===== src/rtl/muldiv_hilo_if.sv =====
// EX-stage request/response bundle for the multi-cycle multiply/divide unit and its HI/LO registers.
// master = pipeline side (issues, writes HI/LO); slave = the unit.
interface muldiv_hilo_if #(
    parameter int WIDTH = 32
);
    logic             start;
    logic [1:0]       op;
    logic [WIDTH-1:0] x;
    logic [WIDTH-1:0] y;
    logic             flush;
    logic             mthi_we;
    logic             mtlo_we;
    logic [WIDTH-1:0] wdata;
    logic             busy;
    logic             done;
    logic [WIDTH-1:0] hi;
    logic [WIDTH-1:0] lo;

    modport master (
        output start, op, x, y, flush, mthi_we, mtlo_we, wdata,
        input  busy, done, hi, lo
    );

    modport slave (
        input  start, op, x, y, flush, mthi_we, mtlo_we, wdata,
        output busy, done, hi, lo
    );
endinterface


===== src/rtl/muldiv_hilo.sv =====
// Iterative MULT/MULTU/DIV/DIVU unit owning the architectural HI/LO registers (optional MULDIV_FAST_MUL_EN).
// Latency: WIDTH+1 edges from the accepting edge to done (multiply 2 edges with MULDIV_FAST_MUL_EN).
// Backpressure: none queued; busy stalls the pipeline and start/HI-LO writes are ignored while busy.
module muldiv_hilo #(
    parameter int WIDTH = 32,
    parameter int CNT_W = 6
) (
    input  logic          clk,
    input  logic          rst_n,
    muldiv_hilo_if.slave  bus
);

    typedef enum logic [1:0] {IDLE, CALC, DONE, MULQ} state_t;

    state_t           state, state_nxt;
    logic [CNT_W-1:0] cnt;
    logic             div_q, sq, sr, dz;
    logic [WIDTH-1:0] d, ph, pl, hi_q, lo_q;

    logic             idle_like, accept, last, xs, ys;
    logic [WIDTH-1:0] xm, ym;

    assign idle_like = (state == IDLE) || (state == DONE);
    assign accept    = idle_like && bus.start && !bus.flush;
    assign last      = (cnt == CNT_W'(WIDTH - 1));
    assign xs        = !bus.op[0] && bus.x[WIDTH-1];
    assign ys        = !bus.op[0] && bus.y[WIDTH-1];
    assign xm        = xs ? -bus.x : bus.x;
    assign ym        = ys ? -bus.y : bus.y;

    always_ff @(posedge clk or negedge rst_n) begin
        if (!rst_n) state <= IDLE;
        else        state <= state_nxt;
    end

    always_comb begin
        state_nxt = state;
        case (state)
            IDLE, DONE: begin
                if (accept) begin
`ifdef MULDIV_FAST_MUL_EN
                    state_nxt = bus.op[1] ? CALC : MULQ;
`else
                    state_nxt = CALC;
`endif
                end else begin
                    state_nxt = IDLE;
                end
            end
            CALC:    state_nxt = bus.flush ? IDLE : (last ? DONE : CALC);
            MULQ:    state_nxt = bus.flush ? IDLE : DONE;
            default: state_nxt = IDLE;
        endcase
    end

    // One iteration: ph:pl is the shifting product (multiply) or remainder:dividend/quotient (divide).
    logic [WIDTH:0]   sum, sh;
    logic [WIDTH-1:0] diff, nph, npl;
    logic             ge;

    always_comb begin
        sum  = {1'b0, ph} + (pl[0] ? {1'b0, d} : '0);
        sh   = {ph, pl[WIDTH-1]};
        ge   = (sh >= {1'b0, d});
        diff = sh[WIDTH-1:0] - d;
        if (div_q) begin
            nph = ge ? diff : sh[WIDTH-1:0];
            npl = {pl[WIDTH-2:0], ge};
        end else begin
            nph = sum[WIDTH:1];
            npl = {sum[0], pl[WIDTH-1:1]};
        end
    end

    // Sign fix-up of the finished magnitudes; a zero divisor forces an all-ones quotient.
    logic [2*WIDTH-1:0] prod, prod_s;
    logic [WIDTH-1:0]   quo, rem, res_hi, res_lo;

    always_comb begin
`ifdef MULDIV_FAST_MUL_EN
        prod = (state == MULQ) ? ({{WIDTH{1'b0}}, d} * {{WIDTH{1'b0}}, pl}) : {nph, npl};
`else
        prod = {nph, npl};
`endif
        prod_s = sq ? -prod : prod;
        quo    = dz ? '1 : (sq ? -npl : npl);
        rem    = sr ? -nph : nph;
        res_hi = div_q ? rem : prod_s[2*WIDTH-1:WIDTH];
        res_lo = div_q ? quo : prod_s[WIDTH-1:0];
    end

    always_ff @(posedge clk or negedge rst_n) begin
        if (!rst_n) begin
            cnt   <= '0;
            div_q <= 1'b0;
            sq    <= 1'b0;
            sr    <= 1'b0;
            dz    <= 1'b0;
            d     <= '0;
            ph    <= '0;
            pl    <= '0;
            hi_q  <= '0;
            lo_q  <= '0;
        end else if (idle_like) begin
            if (bus.mthi_we) hi_q <= bus.wdata;
            if (bus.mtlo_we) lo_q <= bus.wdata;
            if (accept) begin
                cnt   <= '0;
                div_q <= bus.op[1];
                sq    <= xs ^ ys;
                sr    <= xs;
                dz    <= bus.op[1] && (bus.y == '0);
                d     <= bus.op[1] ? ym : xm;
                pl    <= bus.op[1] ? xm : ym;
                ph    <= '0;
            end
        end else if (!bus.flush) begin
            if (state == CALC) begin
                ph  <= nph;
                pl  <= npl;
                cnt <= cnt + CNT_W'(1);
            end
            if (state_nxt == DONE) begin
                hi_q <= res_hi;
                lo_q <= res_lo;
            end
        end
    end

    assign bus.busy = (state == CALC) || (state == MULQ);
    assign bus.done = (state == DONE);
    assign bus.hi   = hi_q;
    assign bus.lo   = lo_q;

endmodule


===== src/flat_wrapper.sv =====
// flat-port wrapper written by rule: the top's interface ports become plain ports
module muldiv_hilo_flat 
#(
    parameter int WIDTH = 32,
    parameter int CNT_W = 6
)
  (clk, rst_n, bus_start, bus_op, bus_x, bus_y, bus_flush, bus_mthi_we, bus_mtlo_we, bus_wdata, bus_busy, bus_done, bus_hi, bus_lo);
  muldiv_hilo_if #(.WIDTH(WIDTH)) bus_i ();
  input  logic clk;
  input  logic rst_n;
  input wire logic [$bits(bus_i.start)-1:0] bus_start;
  input wire logic [$bits(bus_i.op)-1:0] bus_op;
  input wire logic [$bits(bus_i.x)-1:0] bus_x;
  input wire logic [$bits(bus_i.y)-1:0] bus_y;
  input wire logic [$bits(bus_i.flush)-1:0] bus_flush;
  input wire logic [$bits(bus_i.mthi_we)-1:0] bus_mthi_we;
  input wire logic [$bits(bus_i.mtlo_we)-1:0] bus_mtlo_we;
  input wire logic [$bits(bus_i.wdata)-1:0] bus_wdata;
  output wire logic [$bits(bus_i.busy)-1:0] bus_busy;
  output wire logic [$bits(bus_i.done)-1:0] bus_done;
  output wire logic [$bits(bus_i.hi)-1:0] bus_hi;
  output wire logic [$bits(bus_i.lo)-1:0] bus_lo;
  assign bus_i.start = bus_start;
  assign bus_i.op = bus_op;
  assign bus_i.x = bus_x;
  assign bus_i.y = bus_y;
  assign bus_i.flush = bus_flush;
  assign bus_i.mthi_we = bus_mthi_we;
  assign bus_i.mtlo_we = bus_mtlo_we;
  assign bus_i.wdata = bus_wdata;
  assign bus_busy = bus_i.busy;
  assign bus_done = bus_i.done;
  assign bus_hi = bus_i.hi;
  assign bus_lo = bus_i.lo;
  muldiv_hilo #(.WIDTH(WIDTH), .CNT_W(CNT_W)) u_core (.clk(clk), .rst_n(rst_n), .bus(bus_i));
endmodule

===== config.mk =====
export PLATFORM = sky130hd
export DESIGN_NAME = muldiv_hilo_flat
export DESIGN_NICKNAME = d
export VERILOG_FILES = /design/src/rtl/muldiv_hilo_if.sv /design/src/rtl/muldiv_hilo.sv /design/src/flat_wrapper.sv
export SDC_FILE = /design/constraint.sdc
export NUM_CORES = 1
export LEC_CHECK = 0
export CORE_AREA = 2 2 201 144
export CTS_CLUSTER_SIZE = 40
export DETAILED_ROUTE_END_ITERATION = 10
export DIE_AREA = 0 0 203 146
export PLACE_DENSITY_LB_ADDON = 0.08
export SLEW_MARGIN = 10
export SYNTH_ARGS = -nofsm -noshare
export SYNTH_HDL_FRONTEND = slang
export SYNTH_SLANG_ARGS = --single-unit

===== constraint.sdc =====
create_clock -name clk -period 6.4 [get_ports clk]
set_input_delay 1.28 -clock clk [delete_from_list [all_inputs] [get_ports clk]]
set_output_delay 1.28 -clock clk [all_outputs]
set_load 0.03 [all_outputs]

# Word-level counts from Yosys, hierarchy flattened
# Cells that the tools add are included.
word_totals:
  out_inout_bits: 66
  inputBits: 104
  reg_bits: 172
  wordCells: 87
classes:
  bitwise: 1
  eq_ne: 9
  muxes: 39
  n_lt_le_gt_ge: 1
  reduce_logical: 18
  n_addsub: 8
ops:
  columns: ["operator", "n"]
  rows:
  - ["2-to-1 mux 32 bit", 29]
  - ["negator 32 bit", 4]
  - ["2-to-1 mux 64 bit", 1]
  - ["negator 64 bit", 1]
  - ["adder 32 x 33 -> 33 bit", 1]
  - [">= comparator 33 x 32 -> 1 bit", 1]
  - ["logical NOT 32 bit", 1]
  - ["subtractor 32 bit", 1]
  - ["2-to-1 mux 6 bit", 4]
  - ["AND reduction 3 bit", 3]
  - ["adder 6 x 1 -> 6 bit (second input constant)", 1]
  - ["equality test 2 bit (second input constant)", 3]
  - ["equality test 6 x 5 -> 1 bit (second input constant)", 1]
  - ["2-to-1 mux 2 bit", 3]
  - ["inequality test 2 bit (second input constant)", 3]
  - ["case mux 2 bit (3 select lines)", 1]
  - ["logical AND 1 bit", 5]
  - ["nonzero test 2 bit", 2]
  - ["equality test 2 x 1 -> 1 bit (second input constant)", 1]
  - ["logical NOT 1 bit", 2]
  - ["logical NOT 2 bit", 1]
  - ["logical OR 1 bit", 2]
  - ["inequality test 2 x 1 -> 1 bit (second input constant)", 1]
  - ["AND reduction 2 bit", 1]
  - ["other kinds (3)", 3]

# Logic depth before layout (Yosys ltp)
depth:
  word_depth: 10
  ltp_mapped: 25
  mapped_depth_nobuf: 22

# Least setup slack after synthesis
# OpenSTA, ideal clock, no wires.
synth_timing:
  path_kind: "register to register"
  start: "register u_core.ph[23]"
  end: "register u_core.hi_q[26] (netlist: u_core.bus.hi[26])"
  t_required_ns: 6.263
  slack_ns: 1.822
  synth_period_minus_slack_ns: 4.578
  stages_incl_launch_ff: 23
  setup_ns: 0.137
  path_buffers: 2
  t_arrival_ns: 4.441
  path_cell_list: "dfrtp_1 > ha_1 > clkbuf_1 > a21o_1 > o21bai_1 > a22oi_1 > o211ai_2 > nor2_2 > a21boi_0 > inv_1 > ha_1 > o2111ai_1 > o21bai_1 > nand2b_1 > nand2b_1 > or2_1 > clkbuf_1 > nor2_1 > a21oi_1 > o31a_1 > o41ai_2 > xnor2_1 > a21oi_1"
synth_via:
  elab_chain_len: 9
  word_cells_on_any_way: 14
  classes_between: "add/sub (4); order compare (1); mux (9)"
synth_lines:
  columns: ["item", "line", "source"]
  rows:
  - ["from (decl)", "muldiv_hilo.sv:18", "logic [WIDTH-1:0] d, ph, pl, hi_q, lo_q;"]
  - ["from (signal assigned)", "muldiv_hilo.sv:119", "ph <= nph;"]
  - ["subtractor 32 bit or >= comparator 33 x 32 -> 1 bit (tied branches)", "muldiv_hilo.sv:65, muldiv_hilo.sv:64", null]
  - ["2-to-1 mux 32 bit", "muldiv_hilo.sv:67", "nph = ge ? diff : sh[WIDTH-1:0];"]
  - ["2-to-1 mux 32 bit", "muldiv_hilo.sv:66", "if (div_q) begin"]
  - ["negator 64 bit or negator 32 bit (tied branches)", "muldiv_hilo.sv:85, muldiv_hilo.sv:87", null]
  - ["2-to-1 mux 64 bit or 2-to-1 mux 32 bit (tied branches)", "muldiv_hilo.sv:85, muldiv_hilo.sv:87", null]
  - ["2-to-1 mux 32 bit *", "muldiv_hilo.sv:88", "res_hi = div_q ? rem : prod_s[2*WIDTH-1:WIDTH];"]
  - ["2-to-1 mux 32 bit *", "muldiv_hilo.sv:123", "if (state_nxt == DONE) begin"]
  - ["2-to-1 mux 32 bit *", "muldiv_hilo.sv:117", "end else if (!bus.flush) begin"]
  - ["2-to-1 mux 32 bit *", "muldiv_hilo.sv:104", "end else if (idle_like) begin"]
  - ["to (signal assigned)", "muldiv_hilo.sv:105", "if (bus.mthi_we) hi_q <= bus.wdata;"]
  - ["to (signal assigned)", "muldiv_hilo.sv:124", "hi_q <= res_hi;"]
  - ["to (decl)", "muldiv_hilo.sv:18", null]
# Every way passes the cells marked *; elsewhere a longest branch is shown, timed or not. The select of a mux whose other input is x is not followed.
# A chain may end at the register's enable or synchronous reset.

# Final worst setup path
layout_timing:
  start: "register u_core.pl[0]"
  end: "register u_core.hi_q[19] (netlist: u_core.bus.hi[19])"
layout_via:
  elab_chain_len: 9
  word_cells_on_any_way: 12
  classes_between: "add/sub (3); mux (9)"
layout_lines:
  columns: ["item", "line", "source"]
  rows:
  - ["from (decl)", "muldiv_hilo.sv:18", null]
  - ["from (signal assigned)", "muldiv_hilo.sv:114", "pl <= bus.op[1] ? xm : ym;"]
  - ["from (signal assigned)", "muldiv_hilo.sv:120", "pl <= npl;"]
  - ["2-to-1 mux 32 bit", "muldiv_hilo.sv:62", "sum = {1'b0, ph} + (pl[0] ? {1'b0, d} : '0);"]
  - ["adder 32 x 33 -> 33 bit", "muldiv_hilo.sv:62", null]
  - ["2-to-1 mux 32 bit", "muldiv_hilo.sv:66", null]
  - ["negator 64 bit or negator 32 bit (tied branches)", "muldiv_hilo.sv:85, muldiv_hilo.sv:87", null]
  - ["2-to-1 mux 64 bit or 2-to-1 mux 32 bit (tied branches)", "muldiv_hilo.sv:85, muldiv_hilo.sv:87", null]
  - ["2-to-1 mux 32 bit *", "muldiv_hilo.sv:88", null]
  - ["2-to-1 mux 32 bit *", "muldiv_hilo.sv:123", null]
  - ["2-to-1 mux 32 bit *", "muldiv_hilo.sv:117", null]
  - ["2-to-1 mux 32 bit *", "muldiv_hilo.sv:104", null]
# Marked as above.

==> flow_summary.yaml <==
outcome:
  outcome: "complete, no violations"
yosys:
  synth-seq-cells: 172
  synth_ff_type: "dfrtp_1"
  seq_area_frac_synth: 0.268
  synth_edf_count: 0
  synth_area_leaders: "dfrtp_1 27%, a21oi_1 6.9%, o21ai_0 6.8%"
  syn_nets: 2312
  async_flop_share: 1.00
  yosysTopAreaCellShare: 0.268
  synth_top_area_cell: "dfrtp_1"
  syn_area_per_cell_um2: 7.52
  postSynthCellCount: 2137
  ys_warn_count: 0
  synthDistinctLibCells: 93
  syn_area_um2: 16100
layout:
  fill_cells: 2355
  area_growth_syn_to_layout_pct: 15.5
  nets: 2395
  multi_input_comb_area_um2: 10900
  postLayoutCoreUtil: 0.675
  stdcell_count: 2604
  drive_gt1_frac: 0.0587
  antenna_cells: 0
  register_area_um2: 4310
job:
  maxCapViolCount: 0
floorplan:
  std_cell_rows: 51
  ios: 170
  die_height_um: 146
  die_area_um2: 29600
  core_area_um2: 27500
  die_w_um: 203
  start_util: 0.585
critical_path:
  cp_common_cell: "a211oi_1"
  cp.arrival_ns: 6.29
  cp_slowest_cell: "a211oi_1"
  slowest_delay_ns: 0.82
  crit_chain: "and2_1 -> ha_1 -> inv_1 -> fa_1 -> nor2b_1 -> o2111ai_1 -> a2111oi_0 -> o31a_1 -> nor3_1 -> a211oi_1 -> nand2_1 -> and2b_1 -> nand3_1 -> o41ai_1 -> xor2_1 -> a211oi_1 -> a21o_1"
  crit_fanout: 17
  cp-end-kind: "flop"
  start_kind: "flop"
  critPathKind: "flop to flop"
  critPathRequiredTime_ns: 6.77
timing:
  setup_viol: 0
  tightest_slew_ns: 1.23
  layout_min_cycle_time_ns: 5.92
  hold_ws_ns: 0.486
  finClkSkew_ns: 0.0179
  slew_headroom: 0.177
  setup_tns_ns: 0
  rsz0062_at_grt: "no"
  drv_slew: 0
  hold_violations: 0
  period_share: 0.926
  max_clock_freq_mhz: 169
cts:
  cts_max_level: 4
  root_buffer: "clkbuf_16"
  postCtsHoldBufs: 0
  worstSkewPairLatency_ns: 0.48
  path_clk_slew_ns: 0.08
  cts_tree: "done"
  postCtsResizedCells: 0
  cts_buffers: 17
  clk_path_buf_depth: 2
  cts_sinks: 172
  cts_setup_buffers: 0
grt:
  grt-ovfl-total: 0
  grt_max_degree: 107
  grt_usage: 0.429
  antenna_found_initial: 0
  grt_pass1_vias: 15700
  grt_pass1_wl_um: 96600
route:
  vias: 17700
  ant_nets: 0
  drt_iter0_markers: 2537
  drt-wirelength-per-cell_um: 24.8
  route.detailed.drc: 0
  wl_um: 64500
  vias_per_cell: 6.79
  drtPass1Iterations: 7
power:
  ir_worst_vdd_uv: 290
  p_leak_nw: 7.63
  powerDensity_nw_per_um2: 491
min_path:
  hp-class: "flop to flop"
placement:
  hpwl_um: 50200
  place.gp.congestion: 1.09
  io_buffer_count: 169
  dp.cells: 2572
kinds of logic (layout without fill, tap and decap cells):
kind of cell | count (synthesis) | count (layout) | synth area share
AO/OA/AOI/OAI | 743 | 743 | 0.285
XOR/XNOR | 163 | 163 | 0.0888
adder cells (fa/ha/maj) | 71 | 71 | 0.0562
buffers and inverters | 212 | 308 | 0.0545
flip-flops | 172 | 172 | 0.268
multiplexers | 50 | 50 | 0.0320
AND/OR/NAND/NOR | 726 | 726 | 0.216
area by class of cell:
cell class                 instances  share of cell area
multi-input combinational       1753               0.589
sequential                       172               0.232
timing repair buffer             205               0.105
tap                              371              0.0250
clock buffer                      17              0.0229
inverter                          71              0.0144
clock inverter                    15              0.0115
state kept, by name, indices dropped and copies added (netlist names):
signal / cells
u_core.sr: 1
u_core.dz: 1
u_core.sq: 1
u_core.div_q: 1
u_core.d: 32
u_core.ph: 32
u_core.pl: 32
u_core.bus.lo: 32
u_core.cnt: 6
u_core.bus.hi: 32
u_core.state: 2
worst max-delay path: cells and delay by family, from the launching register on:
family / cells / cell delay [ns]
compound gates: 7 / 2.72
simple gates: 6 / 1.22
flops: 1 / 0.80
fa+ha+maj: 2 / 0.63
xor+xnor: 1 / 0.36
buf+inv: 1 / 0.07
layer usage:
metal / GRT usage / share of wire
met1: 0.644 / 0.43
met2: 0.556 / 0.38
met3: 0.167 / 0.16
met4: 0.128 / 0.031
met5: 0 / 0.00023
cells in the mapped netlist, types with 11 or more instances:
| cell | count |
|---|---|
| nand2_1 | 257 |
| a21oi_1 | 221 |
| o21ai_0 | 219 |
| nor2_1 | 188 |
| dfrtp_1 | 172 |
| clkbuf_1 | 87 |
| xor2_1 | 85 |
| xnor2_1 | 78 |
| inv_1 | 70 |
| ha_1 | 69 |
| nor3_1 | 50 |
| and2_1 | 41 |
| o22ai_1 | 40 |
| mux2i_1 | 39 |
| nand3_1 | 32 |
| buf_2 | 31 |
| a211oi_1 | 28 |
| or3_1 | 28 |
| a21o_1 | 27 |
| a31oi_1 | 27 |
| o31ai_1 | 24 |
| nand2b_1 | 23 |
| o211ai_1 | 23 |
| nand4_1 | 21 |
| a22o_1 | 17 |
| buf_1 | 17 |
| and3_1 | 16 |
| nor4_1 | 12 |
| mux2_2 | 11 |
layout by cell type (no fill, tap or decap), types with 21 or more instances in the layout:
cell / instances
clkdlybuf4s50_1: 167
o31ai_1: 24
xnor2_1: 78
nor3_1: 49
ha_1: 69
nor2_1: 187
mux2i_1: 39
dfrtp_1: 170
o21ai_0: 219
o211ai_1: 23
nand3_1: 32
buf_4: 36
a21oi_1: 220
inv_1: 70
nand4_1: 21
and2_1: 41
nand2b_1: 23
o22ai_1: 40
a21o_1: 27
a31oi_1: 27
nand2_1: 256
or3_1: 28
a211oi_1: 28
xor2_1: 85
stage by stage:
| step | total power [mW] | worst slack, ns | instance area (um^2) |
|---|---|---|---|
| after floorplan | 5.57 | 1.82 | 16100 |
| after global routing | 9.49 | 0.466 | 18600 |
| after detailed placement | 7.61 | 0.850 | 17900 |
| final | 9.12 | 0.476 | 18600 |
| after global placement | 7.55 | 0.847 | 17900 |
| after CTS | 8.77 | 0.797 | 18600 |
where the power goes:
group	switching (mW)	internal, mW	total (mW)	leakage (nW)
clock	0.579	0.575	1.15	0.309
sequential	0.366	1.40	1.76	2.09
combinational	4.10	2.10	6.20	5.23
total	5.04	4.08	9.12	7.63
final timing paths:
path	startpoint	to	slack [ns]	cells past startpoint
worst min-delay path	u_core.bus.lo[22]	u_core.bus.lo[22]	0.49	2
worst max-delay path	u_core.pl[0]	u_core.bus.hi[19]	0.48	17
max in group asynchronous	rst_n	u_core.div_q	4.27	2
min in group asynchronous	rst_n	u_core.cnt[5]	0.94	1
worst max register to register	u_core.pl[0]	u_core.bus.hi[19]	0.48	17
worst min register to register	u_core.bus.lo[22]	u_core.bus.lo[22]	0.49	2
No activity file was read; power rests on OpenSTA's default activity.
